**src/rtl/modulation_controller.sv**
```systemverilog
// modulation_controller: walks all DEPTH transducer indices, scales each raw duty by the pass modulation sample, streams duty/phase to modulation_buffer framed by START/DONE.
// Latency: data for ADDR=i leaves 2 cycles later on DOUT_*; a pass runs DEPTH+3 cycles from the UPDATE edge to DONE.
// Backpressure: none downstream; UPDATE while busy queues one request, further requests are dropped and flagged on sticky OVERRUN.
module modulation_controller #(
   parameter int WIDTH     = 13,
   parameter int DEPTH     = 249,
   parameter int MOD_WIDTH = 8,
   localparam int AW       = $clog2(DEPTH)
) (
   input  logic                 CLK,
   input  logic                 RST,
   input  logic                 UPDATE,
   input  logic [MOD_WIDTH-1:0] MOD,
   output logic [AW-1:0]        ADDR,
   input  logic [WIDTH-1:0]     DUTY_IN,
   input  logic [WIDTH-1:0]     PHASE_IN,
   output logic                 START,
   output logic                 DOUT_VALID,
   output logic [AW-1:0]        DOUT_IDX,
   output logic [WIDTH-1:0]     DUTY_OUT,
   output logic [WIDTH-1:0]     PHASE_OUT,
   output logic                 DONE,
   output logic                 BUSY,
   output logic                 OVERRUN
);

   typedef enum logic [1:0] {IDLE, RUN, DRAIN, COMMIT} state_t;

   state_t                   state;
   state_t                   state_n;
   logic                     launch;
   logic                     pending;
   logic                     drain_cnt;
   logic [MOD_WIDTH-1:0]     mod_reg;
   logic                     rd_vld;
   logic [AW-1:0]            rd_idx;
   logic [MOD_WIDTH:0]       scale;
   logic [WIDTH+MOD_WIDTH:0] product;

   localparam logic [AW-1:0] LAST_ADDR = AW'(DEPTH - 1);

   assign BUSY = (state != IDLE);
   assign DONE = (state == COMMIT);

   // Next-state decode; launch marks the edge that begins a new pass.
   always_comb begin
      state_n = state;
      launch  = 1'b0;
      case (state)
         IDLE: begin
            if (UPDATE) begin
               launch  = 1'b1;
               state_n = RUN;
            end
         end
         RUN: begin
            if (ADDR == LAST_ADDR) state_n = DRAIN;
         end
         DRAIN: begin
            if (drain_cnt) state_n = COMMIT;
         end
         COMMIT: begin
            // A request arriving in the commit cycle itself is treated as pending.
            if (pending || UPDATE) begin
               launch  = 1'b1;
               state_n = RUN;
            end else begin
               state_n = IDLE;
            end
         end
         default: state_n = IDLE;
      endcase
   end

   // Sequencer state, read address, modulation latch and request bookkeeping.
   always_ff @(posedge CLK) begin
      if (RST) begin
         state     <= IDLE;
         ADDR      <= '0;
         START     <= 1'b0;
         mod_reg   <= '0;
         pending   <= 1'b0;
         OVERRUN   <= 1'b0;
         drain_cnt <= 1'b0;
      end else begin
         state     <= state_n;
         START     <= launch;
         drain_cnt <= (state == DRAIN) ? ~drain_cnt : 1'b0;
         if (launch) begin
            mod_reg <= MOD;
            ADDR    <= '0;
         end else if (state == RUN && ADDR != LAST_ADDR) begin
            ADDR <= ADDR + AW'(1);
         end
         if (state == COMMIT) begin
            // Pending is consumed here; a second request on top of it is lost.
            pending <= 1'b0;
            if (UPDATE && pending) OVERRUN <= 1'b1;
         end else if (state != IDLE && UPDATE) begin
            if (pending) OVERRUN <= 1'b1;
            else         pending <= 1'b1;
         end
      end
   end

   // mod_reg+1 lets full-scale modulation pass duty through untouched.
   assign scale   = {1'b0, mod_reg} + {{MOD_WIDTH{1'b0}}, 1'b1};
   assign product = {{(MOD_WIDTH+1){1'b0}}, DUTY_IN} * {{WIDTH{1'b0}}, scale};

   // Two-stage output pipe: RAM read cycle, then registered scaled result.
   always_ff @(posedge CLK) begin
      if (RST) begin
         rd_vld     <= 1'b0;
         rd_idx     <= '0;
         DOUT_VALID <= 1'b0;
         DOUT_IDX   <= '0;
         DUTY_OUT   <= '0;
         PHASE_OUT  <= '0;
      end else begin
         rd_vld     <= (state == RUN);
         rd_idx     <= ADDR;
         DOUT_VALID <= rd_vld;
         if (rd_vld) begin
            DOUT_IDX  <= rd_idx;
            DUTY_OUT  <= WIDTH'(product >> MOD_WIDTH);
            PHASE_OUT <= PHASE_IN;
         end
      end
   end

endmodule

```
**config.mk**
```make
export PLATFORM = sky130hd
export DESIGN_NAME = modulation_controller
export DESIGN_NICKNAME = d
export VERILOG_FILES = /design/src/rtl/modulation_controller.sv
export SDC_FILE = /design/constraint.sdc
export NUM_CORES = 1
export LEC_CHECK = 0
export ABC_AREA = 1
export BUFFER_PORTS_ARGS = -buffer_cell sky130_fd_sc_hd__buf_2
export CORE_ASPECT_RATIO = 1.25
export CORE_MARGIN = 2
export CORE_UTILIZATION = 43
export CTS_CLUSTER_SIZE = 12
export DETAILED_ROUTE_END_ITERATION = 10
export SYNTH_ARGS = -nofsm -noshare
export SYNTH_HDL_FRONTEND = slang
export SYNTH_SLANG_ARGS = --single-unit
```
**constraint.sdc**
```tcl
create_clock -name CLK -period 7.8 [get_ports CLK]
set_clock_uncertainty 0.1 [all_clocks]
set_input_delay 1.17 -clock CLK [delete_from_list [all_inputs] [get_ports CLK]]
set_output_delay 1.17 -clock CLK [all_outputs]
set_load 0.03 [all_outputs]
```
==> results of run 1 <==
## metrics by stage
stage	utilization	instance area, um2	power (mW)
3_5_place_dp	0.478	6570	2.18
5_1_grt	0.500	6870	2.86
2_1_floorplan	-	6000	1.72
3_3_place_gp	0.478	6570	2.19
4_1_cts	0.500	6870	2.60
6_report	0.500	6870	2.57
## worst register-to-register path, delay by kind of cell, from the launching register on
kind / cells / cell delay [ns]
adder cells (fa/ha/maj): 6 / 2.64
buffers and inverters: 3 / 0.40
AO/OA/AOI/OAI: 2 / 0.46
XOR/XNOR: 1 / 0.48
flip-flops: 1 / 0.34
AND/OR/NAND/NOR: 7 / 0.94
## cell families after synthesis
family / count (synthesis)
flops: 66
compound gates: 108
xor+xnor: 11
fa+ha+maj: 119
simple gates: 310
buf+inv: 178
## layout make-up
cell class | instances | area share
Sequential cell | 66 | 0.192
Inverter | 160 | 0.0874
Clock buffer | 9 | 0.0328
Tap cell | 175 | 0.0319
Clock inverter | 7 | 0.0109
Multi-Input combinational cell | 548 | 0.583
Timing Repair Buffer | 84 | 0.0615
## power groups by stage
stage               clock (mW)  sequential [mW]  combinational (mW)
global placement             0            0.445                1.75
finish                   0.405            0.438                1.73
global route             0.424            0.446                1.99
floorplan                    0            0.517                1.20
detailed placement           0            0.445                1.74
CTS                      0.413            0.438                1.75
## routing by layer
metal / vias up / global-route usage / routed length (um) / share of wire
li1: 2571 / - / - / -
met1: 2406 / 0.249 / 6040 / 0.41
met2: 128 / 0.385 / 7560 / 0.52
met3: 24 / 0.0331 / 674 / 0.046
met4: 0 / 0.0682 / 346 / 0.024
met5: - / 0 / 0 / 0
## cell usage in the layout, fill, tap and decap left out, drive strengths merged, types with 5 or more instances in the layout
cell type  Yosys  routed
xnor2          6       6
xor2           5       5
nand2        135     135
a21oi         31      31
nand4          5       5
nor2         140     140
o21ai         60      60
fa            76      76
ha            43      43
inv          159     162
nand3         22      22
dfxtp         66      66
clkbuf        14       9
buf            4      84
nor3           7       7
## worst min-delay path by stage
stage / to / slack, ns / cells after the start
final: DOUT_IDX[7]$_SDFFE_PP0P_ / 0.36 / 2
after floorplan: DOUT_IDX[0]$_SDFFE_PP0P_ / 0.33 / 2
after global placement: DOUT_IDX[3]$_SDFFE_PP0P_ / 0.34 / 2
after global routing: OVERRUN$_SDFFE_PP0P_ / 0.39 / 2
after CTS: DOUT_IDX[7]$_SDFFE_PP0P_ / 0.36 / 2
after detailed placement: DOUT_IDX[2]$_SDFFE_PP0P_ / 0.34 / 2
==> metrics list, run 1 <==
* Startpoint of the worst register-to-register path: mod_reg[0]$_SDFFE_PP0P_
- Counting tap cells, the placed design contains a total of 1033 instances.
- Total of hold buffers inserted after clock tree synthesis: 0
- Number of antenna violations at the first check in global routing: 0
- Post-route worst setup slack: 2.35 ns
- 1st-pass router iterations: 4
- Logic gate share of total power: 0.672
- Global-route usage over all layers: 0.211
* Number of H-tree levels: 3
- Number of placed I/O pins: 84
* Setup slack, reg-to-reg: 2.35 ns
- Total detailed-routing wirelength: 14600 um
- The worst setup path is launched from a flip-flop.
- Traced cell by cell, the critical path runs through ha_1, nand3_2, nor2_4, xor2_1, inv_1, nor2_1, fa_1, fa_1, fa_1, inv_1, fa_1, inv_1, ha_1, nand2_1, nor2_1, nor2_1, a21boi_0, nand3_1, a31oi_1.
* Pins over their slew limit: 0
- Last weighted congestion value of the routability-driven placer: 0.895
- Flop pwr share: 0.170
- Dividing total power by cell area gives a power density of 374 nW/um2.
* Library cell with the highest instance count after synthesis: sky130_fd_sc_hd__inv_1
- Summed over all nets, the switching power comes to 1.33 mW.
- In this run the tool buffered the top-level ports with 83 buffer cells.
- Relative to the synthesized area, the layout overhead comes to 14.4%.
* Crit path max-delay cell type: sky130_fd_sc_hd__fa_1
- The sequential cells in the finished layout cover a total of 1320 um2.
- Mux contribution to synthesized area: 0
- # Post-CTS Setup Buffers: 0
- The first global-routing pass estimated 24700 um of wire.
- Combinational family with the most area after synthesis: adder cells
- The mapped netlist covers 6000 um2.
* Non-filler cells in the finished layout: 1049
- Of the total synthesized cell area, the portion taken by AND, OR, NAND and NOR gates is 0.212.
- The HPWL after detailed placement is 11900 um.
* Status: finished clean
* Critical path start-end classification: flip-flop to flip-flop
- Synth top area share: 0.253
- No sink is reached through more buffers than the 2 on the longest clock path.
* Most frequent cell on the critical path: sky130_fd_sc_hd__fa_1
- Across the run, the number of max-cap violations was 0.
- TritonCTS built the clock tree.
- Total Neg Setup Slack: 0 ns
- The endpoint identified for the worst register-to-register timing path is DUTY_OUT[7]$_SDFFE_PP0P_.
- Leakage power: 3.64 nW
* Post_cts resized: 0
* Ratio of cells with drive above 1 in the final layout: 0.134
* Number of fill cells in the layout: 1402
- The fraction of the mapped netlist area in compound gates came to 0.0969.
* Final hold violations: 0
- For this run, the register share of the synthesized area comes to 0.220.
* Most numerous cell types in the synthesized netlist: sky130_fd_sc_hd__inv_1, sky130_fd_sc_hd__nor2_1, sky130_fd_sc_hd__nand2_1, sky130_fd_sc_hd__fa_1, sky130_fd_sc_hd__dfxtp_1
- In the synthesized netlist the dominant register cell turns out to be sky130_fd_sc_hd__dfxtp_1.
* Arrival time at the worst endpoint: 5.61 ns
- In the post-synthesis netlist, the biggest area contributors are sky130_fd_sc_hd__fa_1, sky130_fd_sc_hd__dfxtp_1, sky130_fd_sc_hd__inv_1, sky130_fd_sc_hd__ha_1, sky130_fd_sc_hd__nor2_1.
* Highest Clock Rate: 0.183 GHz
- In this run the core area contains 48 standard-cell rows.
* Slowest stage delay, CP: 0.55 ns
- Synth Warn #: 0
* Via count of the first global-routing pass: 5188
* Family of cells with the greatest summed delay on the critical path: adder cells
* Synthesized Nets: 948
* Clock insertion delay at the later pin of the skew report: 0.33 ns
- After technology mapping, the gate count stands at 792.
- Place WS: 2.37 ns
* Fraction of the mapped netlist area in adder cells: 0.343
* Max Fanout on Critical Path: 8
- Critical Path End: DUTY_OUT[7]$_SDFFE_PP0P_
- In this run, synthesis produced a sequential element count of 66.
- EDFF count, synth: 0
- Share of flip-flops with an asynchronous set or reset after synthesis: 0
- Critical Path Sink Type: flip-flop
- Min-Delay Startpoint: rd_idx[7]$_SDFF_PP0_
- Total number of cells along the worst setup path: 19
* Largest registers in the final layout: DUTY_OUT (13), PHASE_OUT (13)
- Total grt overflow: 0
- Iteration-0 DRC Markers: 202
- Maximum number of pins on one net before global-route repair: 36
* DRC errors left: 0
- In the finished design, the share of the clock period the worst path needs comes to 0.699.
* Xor and xnor area share after synthesis: 0.0160
- Summing all multi-input logic gate instances after layout gives 4010 um2.
- CTS root buffer: sky130_fd_sc_hd__clkbuf_16
* Number of buffers inserted during clock tree synthesis: 9
* Fraction of power consumed by the clock network: 0.158
- From left edge to right edge, the die measures 110 um.
- The number of cells on the worst reg-to-reg path is 19.
- The tightest min-delay check is of the flip-flop to flip-flop type.
- IR Drop Worst-Case VDD: 0.000220 V
- Unrepaired setup endpoints after global routing: no
* Time the final worst path needs with I/O delays and setup: 5.45 ns
* Mean cell area of the mapped netlist: 7.58 um2
* Mean routed wirelength per cell: 13.9 um
- The tightest hold path in the finished design has a slack of 0.357 ns.
- Once detail routing completed, the nets flagged for antenna violations numbered 0.
- Dividing the detail-routed via count by the number of cells gives 4.89.
* WP data required: 7.96 ns
- Counting every sink on the clock net gives 66.
- Net count reported at finish: 1025
- Buffers & Inverters on Critical Path: 3
* Area of the die: 14900 um2
* Internal power summed over all cells: 1.24 mW
- Post-synth top area cell: sky130_fd_sc_hd__fa_1
- Detailed-route via count: 5129
- Total of endpoints with negative setup slack in the final report: 0
* Post-CTS clock slew at the launch and capture registers of the worst setup and hold paths: 0.06 ns
* Number of library cell types mapped by synthesis: 33
- For the pin with the worst max-slew slack, the measured transition is 0.979 ns.
* Vert. Die Dim: 136 um
- Of the total power, the share spent switching nets is 0.516.
* Starting density of the core: 0.437
* Worst setup path startpoint: mod_reg[0]$_SDFFE_PP0P_
- Worst slew slack as a fraction of its limit: 0.345
- Diodes inserted: 0
- The core region is 13800 um2.
No activity file was read; power rests on OpenSTA's default activity.
==> run 2: changes to the inputs <==
ABC_AREA = 0   (was 1)
PLACE_DENSITY = 0.65   (was not set)
clock period = 4.6 ns   (was 7.8 ns; I/O delays follow)
==> metrics list, run 2 <==
- The total nets after synthesis is 829 (-13%).
- The worst slew slack as a fraction of its limit was 0.339 (-0.00633).
- Portion of the post-synthesis area used by sequential elements: 0.220 (-0.000366)
- Most common cell after layout, fill and taps aside: sky130_fd_sc_hd__inv_1
- Vias/cell: 5.04 (+3.0%)
- Number of antenna violations at the first check in global routing: 0 (unchanged)
- The flow ran to the end, but the final reports show violations.
* Critical path start-end classification: flip-flop to flip-flop
- Ys flop type: sky130_fd_sc_hd__dfxtp_1
* X dimension of the die: 110 um (about the same)
- The count of inserted antenna diode cells came to 0 (unchanged).
- Most numerous cell types in the synthesized netlist: sky130_fd_sc_hd__inv_1, sky130_fd_sc_hd__fa_1, sky130_fd_sc_hd__nand2_1, sky130_fd_sc_hd__dfxtp_1, sky130_fd_sc_hd__nor2_1
- Post-CTS clock slew at the launch and capture registers of the worst setup and hold paths: 0.06 ns (about the same)
- Total Neg Setup Slack: -2.36 ns (-2.36 ns)
* Total of endpoints with negative setup slack in the final report: 12 (+12)
* Biggest area contributors in the synthesized netlist: sky130_fd_sc_hd__fa_1, sky130_fd_sc_hd__dfxtp_1, sky130_fd_sc_hd__ha_1, sky130_fd_sc_hd__inv_1, sky130_fd_sc_hd__and2_1
* Mean cell area of the mapped netlist: 8.94 um2 (+18%)
- The initial core utilization was 0.437 (+0.000728).
* Synth top area share: 0.253 (-0.000422)
- The number of nets in the layout is 986 (-3.8%).
- The part of the cycle the worst path needs is 1.07 (+0.374).
* Remaining number of nets flagged by the antenna check after routing: 0 (unchanged)
- Library cell with the highest instance count after synthesis: sky130_fd_sc_hd__inv_1
- Iteration-0 DRC Markers: 200 (-0.99%)
- The filler-free cell count of the finished design is 1010 (-3.7%).
* Wire length on met1: 6010 um (-0.50%)
- The die area is 15000 um2 (+0.16%).
- The routed wire length on met3 is 606 um (-10%).
- TritonCTS built the clock tree.
- Mean routed wirelength per cell: 15.4 um (+10%)
- CTS root buffer: sky130_fd_sc_hd__clkbuf_16
* Commonest cells after routing, fill and taps aside: sky130_fd_sc_hd__inv_1, sky130_fd_sc_hd__buf_2, sky130_fd_sc_hd__buf_4
* Number of sinks driven by the clock tree: 66 (unchanged)
- The post-route cell area is 8040 um2 (+17%).
- Number of fill cells in the layout: 1211 (-14%)
- The transition at the pin with the smallest max-transition slack came to 0.992 ns (+0.0128 ns).
- The count of TritonRoute iterations in the first routing pass was 4 (unchanged).
- Largest registers in the final layout: DUTY_OUT (13), PHASE_OUT (13)
- The number of warnings reported in the yosys synthesis log came to 0 (unchanged).
- Number of library cell types mapped by synthesis: 48 (+45%)
* Arrival time at the worst endpoint: 5.06 ns (-0.55 ns)
- The power density relative to cell area came to 739 nW/um2 (+98%).
- The height of the die is 136 um (about the same).
- Placed cell area: 7270 um2 (+11%)
* Unrepaired setup endpoints after global routing: yes
* Maximum number of pins on one net before global-route repair: 57 (+58%)
- Post-route worst setup slack: -0.335 ns (-2.68 ns)
* Number of buffers inserted during clock tree synthesis: 9 (unchanged)
* Pins over their slew limit: 0 (unchanged)
- Post-synth top area cell: sky130_fd_sc_hd__fa_1
- Failing checks: negative setup slack
* Time the final worst path needs with I/O delays and setup: 4.94 ns (-0.520 ns)
* Max Fanout on Critical Path: 9 (+1)
* WP data required: 4.72 ns (-3.24 ns)
- The global-route wire length before repair came to 26100 um (+5.9%).
- CTS max path bufs: 2 (unchanged)
* Total detailed-routing wirelength: 15500 um (+6.2%)
* Number of H-tree levels: 3 (unchanged)
- The number of synthesized flops with an enable pin was 0 (unchanged).
* Detailed placer's ending HPWL: 12100 um (+1.8%)
* Synth Instances: 673 (-15%)
- Critical Path Sink Type: flip-flop
- Share of flip-flops with an asynchronous set or reset after synthesis: 0 (unchanged)
- Post-synthesis to final-layout area growth: 33.6%
- Leakage power: 3.95 nW (+8.6%)
* Global-route usage over all layers: 0.224 (+0.0129)
* Highest metal used: met4
- DRC errors left: 0 (unchanged)
- Syn Std Cell Area: 6010 um2 (+0.17%)
- The number of flip-flops and latches in the synthesized netlist was 66 (unchanged).
- Number of placed I/O pins: 84 (unchanged)
- The total congestion overflow is 0 (unchanged).
- Placed cell count: 973 (-5.8%)
- Detailed-route via count: 5087 (-0.82%)
- IR Drop Worst-Case VDD: 0.000467 V (+110%)
* Via count of the first global-routing pass: 5479 (+5.6%)
- The max-capacitance violation count was 0 (unchanged).
* Highest Clock Rate: 0.203 GHz (+11%)
- Type of element launching the critical path: flip-flop
- The number of rows in the core area was 48 (unchanged).
- Total of hold buffers inserted after clock tree synthesis: 0 (unchanged)
- Final Util: 0.584 (+0.0848)
* Final hold violations: 0 (unchanged)
- The final estimated routing congestion in global placement was 0.873 (-2.5%).
- The routed length on met2 is 8420 um (+11%).
- The path class of the tightest hold or removal check is flip-flop to flip-flop.
- Std-Cell Core Area: 13800 um2 (unchanged)
- The share of layout cells above drive strength 1 came to 0.326 (+0.192).
- Tot Pwr: 5.94 mW (+130%)
* Clock insertion delay at the later pin of the skew report: 0.33 ns (about the same)
- The number of buffers inserted by port buffering was 83 (unchanged).
==> run 2: cell types whose count changed after synthesis, sizes merged, moves of 10 or more <==
cell    delta
mux2i     +31
nor2      -86
inv       -59
o21ai     -48
nand2b    +17
nand2     -63
and2      +52
a21oi     -10
==> run 2: critical path: stages, from the launching register on <==
cell and delay (ns):
sky130_fd_sc_hd__dfxtp_4 0.36, sky130_fd_sc_hd__ha_4 0.18, sky130_fd_sc_hd__nand2_4 0.08, sky130_fd_sc_hd__nor2_4 0.04
sky130_fd_sc_hd__buf_4 0.12, sky130_fd_sc_hd__and3_4 0.21, sky130_fd_sc_hd__and2_1 0.18, sky130_fd_sc_hd__fa_2 0.58
sky130_fd_sc_hd__fa_2 0.46, sky130_fd_sc_hd__fa_1 0.57, sky130_fd_sc_hd__fa_1 0.44, sky130_fd_sc_hd__ha_1 0.24
sky130_fd_sc_hd__a21o_1 0.22, sky130_fd_sc_hd__a21oi_2 0.17, sky130_fd_sc_hd__o211ai_1 0.13, sky130_fd_sc_hd__o21ba_2 0.22
sky130_fd_sc_hd__or3_1 0.30, sky130_fd_sc_hd__a32o_1 0.22
==> run 2: stage by stage <==
stage | setup WS (ns) | hold slack [ns]
floorplan | -0.226 | 0.298
global placement | -0.412 | 0.308
detailed placement | -0.519 | 0.315
CTS | -0.296 | 0.323
global route | -0.540 | 0.336
finish | -0.335 | 0.318
==> run 2: timing repair <==
| item | 4_1_cts | 5_1_grt |
|---|---|---|
| resized for setup | 55 | 20 |
| setup buffers | 14 | 6 |
| cloned | 1 | 0 |
| setup endpoints to repair | 13 | 13 |
| pin swaps | 61 | 15 |
==> run 2: kinds of logic after synthesis <==
family,synth area share
xor+xnor,0.0335
flops,0.220
mux,0.0516
buf+inv,0.0778
fa+ha+maj,0.342
compound gates,0.0730
simple gates,0.202
==> run 2: final timing paths <==
kind                           start                        end  slack (ns)  cells after the start
min reg2reg     drain_cnt$_SDFF_PP0_       drain_cnt$_SDFF_PP0_        0.32                      1
max          mod_reg[0]$_SDFFE_PP0P_  DUTY_OUT[10]$_SDFFE_PP0P_       -0.34                     17
max reg2reg  mod_reg[0]$_SDFFE_PP0P_  DUTY_OUT[10]$_SDFFE_PP0P_       -0.34                     17
min             drain_cnt$_SDFF_PP0_       drain_cnt$_SDFF_PP0_        0.32                      1
==> run 2: power by group <==
part / switching (mW) / total, mW / internal, mW
combinational: 2.30 / 4.49 / 2.19
sequential: 0.100 / 0.775 / 0.674
clock: 0.256 / 0.678 / 0.423
==> run 2: layout make-up <==
class / count / area, um2 / share of cell area
multi-input cells: 483 / 4680 / 0.582
flip-flops and latches: 66 / 1340 / 0.167
repair buffers: 170 / 1120 / 0.139
inverters: 100 / 375 / 0.0467
clock buffers: 9 / 225 / 0.0280
well taps: 175 / 219 / 0.0272
clock inverters: 7 / 76.3 / 0.00950
==> run 2: metal layers <==
| metal | vias to the layer above | global-route usage |
|---|---|---|
| li1 | 2431 | - |
| met2 | 109 | 0.412 |
| met3 | 34 | 0.0360 |
| met4 | 0 | 0.0858 |
| met5 | - | 0 |
| met1 | 2513 | 0.254 |
==> run 3: changes to the inputs <==
CORE_ASPECT_RATIO = 0.9   (was 1.25)
==> metrics list, run 3 (synthesis gave the netlist of run 2 again) <==
- The flow ran to the end, but the final reports show violations.
- Failing checks: negative setup slack
- The number of rows in the core area was 40 (-17%).
* Final Util: 0.594 (+0.00965)
- Ratio of cells with drive above 1 in the final layout: 0.313 (-0.0125)
- Number of fill cells in the layout: 1188 (-1.9%)
- Number of buffers inserted during clock tree synthesis: 9 (unchanged)
* Critical Path Sink Type: flip-flop
- Unrepaired setup endpoints after global routing: yes
- The total routing usage reported by global routing was 0.203 (-0.0209).
- The power density relative to cell area is 711 nW/um2 (-3.9%).
* Clock tree from TritonCTS: done
- Total detailed-routing wirelength: 14600 um (-5.9%)
* Placed cell count: 972 (-0.10%)
* Arrival time at the worst endpoint: 5.07 ns (about the same)
* Via count of the first global-routing pass: 5379 (-1.8%)
* X dimension of the die: 129 um (+17%)
- The initial core utilization was 0.445 (+0.00777).
* Transition time of the tightest slew-check pin: 1.22 ns (+0.229 ns)
- Worst min-delay path category: flip-flop to flip-flop
- The final count of hold timing violations was 0 (unchanged).
- The post-route DRC violation count is 0 (unchanged).
* Global-route wire length before repair: 24500 um (-6.0%)
- Number of antenna violations at the first check in global routing: 0 (unchanged)
* Buffers & Inverters on Critical Path: 3 (+2)
- The count of TritonRoute iterations in the first routing pass was 4 (unchanged).
- The count of endpoints failing setup in the final report came to 11 (-1).
- Type of element launching the critical path: flip-flop
- The count of pins over their slew limit came to 0 (unchanged).
* Number of I/O port buffers: 83 (unchanged)
* Max Fanout on Critical Path: 8 (-1)
* Std-Cell Core Area: 13500 um2 (-1.7%)
- The worst IR drop on VDD came to 0.000460 V (-1.4%).
- The post-route cell area was 8030 um2 (-0.12%).
- The number of vias per cell is 5.03 (-0.23%).
- Crit path max-delay cell type: sky130_fd_sc_hd__fa_1
* Post-synthesis to final-layout area growth: 33.5%
- CTS max path bufs: 2 (unchanged)
- Number of max-capacitance violations reported: 0 (unchanged)
- The worst stage delay on the critical path is 0.54 ns (-0.04 ns).
- Clock insertion delay at the later pin of the skew report: 0.32 ns (about the same)
* Detailed placer's ending HPWL: 11700 um (-3.2%)
- The signal on the critical path passes through ha_4, nand2_4, nor2_4, xor2_1, buf_4, and2_4, fa_1, fa_1, fa_1, inv_2, fa_1, inv_2, ha_4, a21o_1, a21oi_2, o211ai_1, o21ba_2, or3_1, a32o_1.
- Last weighted congestion value of the routability-driven placer: 0.879 (+0.70%)
- Non-filler cells in the finished layout: 998 (-1.2%)
* Diodes inserted: 0 (unchanged)
- The post-route minimum period came to 4.96 ns (+0.0259 ns).
- WP data required: 4.71 ns (about the same)
* Largest registers in the final layout: DUTY_OUT (13), PHASE_OUT (13)
- CTS root buffer: sky130_fd_sc_hd__clkbuf_16
- The number of vias after detailed routing is 5015 (-1.4%).
- Leakage power: 3.93 nW (-0.42%)
* Iteration-0 DRC Markers: 148 (-26%)
* Post-route worst setup slack: -0.361 ns (-0.0259 ns)
- The number of sinks on the clock net is 66 (unchanged).
- The top cell types in the final layout, fill and taps aside, are sky130_fd_sc_hd__inv_1, sky130_fd_sc_hd__buf_2, sky130_fd_sc_hd__fa_1.
- Vert. Die Dim: 116 um (-15%)
- Total grt overflow: 0 (unchanged)
- Most frequent cell on the critical path: sky130_fd_sc_hd__fa_1
- Family of cells with the greatest summed delay on the critical path: adder cells
* Maximum number of pins on one net before global-route repair: 44 (-23%)
- The residual antenna-violating net count after detailed routing came to 0 (unchanged).
- The achievable clock frequency came to 0.202 GHz (-0.52%).
- Number of placed I/O pins: 84 (unchanged)
* Area of the die: 15000 um2 (about the same)
- Placed cell area: 7320 um2 (+0.67%)
- The part of the cycle the worst path needs was 1.08 (+0.00563).
* Worst slew slack as a fraction of its limit: 0.186 (-0.153)
* Net count reported at finish: 981 (-0.51%)
- Most common cell after layout, fill and taps aside: sky130_fd_sc_hd__inv_1
- Post-CTS clock slew at the launch and capture registers of the worst setup and hold paths: 0.06 ns (about the same)
- Critical path start-end classification: flip-flop to flip-flop
* Mean routed wirelength per cell: 14.6 um (-4.8%)
- Tot Pwr: 5.71 mW (-4.0%)
- The number of H-tree levels came to 3 (unchanged).
-- run 3: changes by cell type in the layout (fill, tap and decap cells not counted), moves of 3 or more --
cell	before	now
sky130_fd_sc_hd__buf_6	8	11
sky130_fd_sc_hd__buf_4	76	69
sky130_fd_sc_hd__nand2_2	2	5
sky130_fd_sc_hd__nand2_1	68	64
sky130_fd_sc_hd__xor2_1	6	9
sky130_fd_sc_hd__xor2_2	3	0
-- run 3: what timing repair did --
action                     in CTS  in global routing
resized for setup              48                 24
pin swaps                      53                 24
setup endpoints to repair      13                 13
hold buffers                    0                  0
buffers inserted                7                  6
-- run 3: where the power goes --
part | switching, mW | internal (mW)
combinational | 2.13 | 2.06
sequential | 0.105 | 0.674
clock | 0.263 | 0.478
-- run 3: metrics by stage --
step / TNS [ns] / setup slack (ns) / hold WS [ns]
CTS: -2.18 / -0.345 / 0.322
global placement: -3.68 / -0.479 / 0.305
detailed placement: -4.70 / -0.527 / 0.315
floorplan: -0.753 / -0.226 / 0.298
global route: -5.05 / -0.589 / 0.336
finish: -2.26 / -0.361 / 0.323
-- run 3: final timing paths --
check	cells past startpoint	endpoint	from	slack [ns]
worst max-delay path	19	DUTY_OUT[10]$_SDFFE_PP0P_	mod_reg[0]$_SDFFE_PP0P_	-0.36
worst min-delay path	1	drain_cnt$_SDFF_PP0_	drain_cnt$_SDFF_PP0_	0.32
worst max register to register	19	DUTY_OUT[10]$_SDFFE_PP0P_	mod_reg[0]$_SDFFE_PP0P_	-0.36
worst min register to register	1	drain_cnt$_SDFF_PP0_	drain_cnt$_SDFF_PP0_	0.32
-- run 3: layer usage --
layer,global-route usage,vias up,part of all wire
met1,0.251,2486,0.44
li1,-,2431,-
met5,0,-,0
met3,0.0321,16,0.032
met4,0.0413,0,0.010
met2,0.377,82,0.52
-- run 3: layout make-up --
cell class | count | area [um2] | share of cell area
clock inverter | 7 | 101 | 0.0126
clock buffer | 9 | 225 | 0.0281
timing repair buffer | 165 | 1100 | 0.137
sequential | 66 | 1340 | 0.167
multi-input combinational | 483 | 4680 | 0.583
inverter | 100 | 375 | 0.0468
tap | 168 | 210 | 0.0262
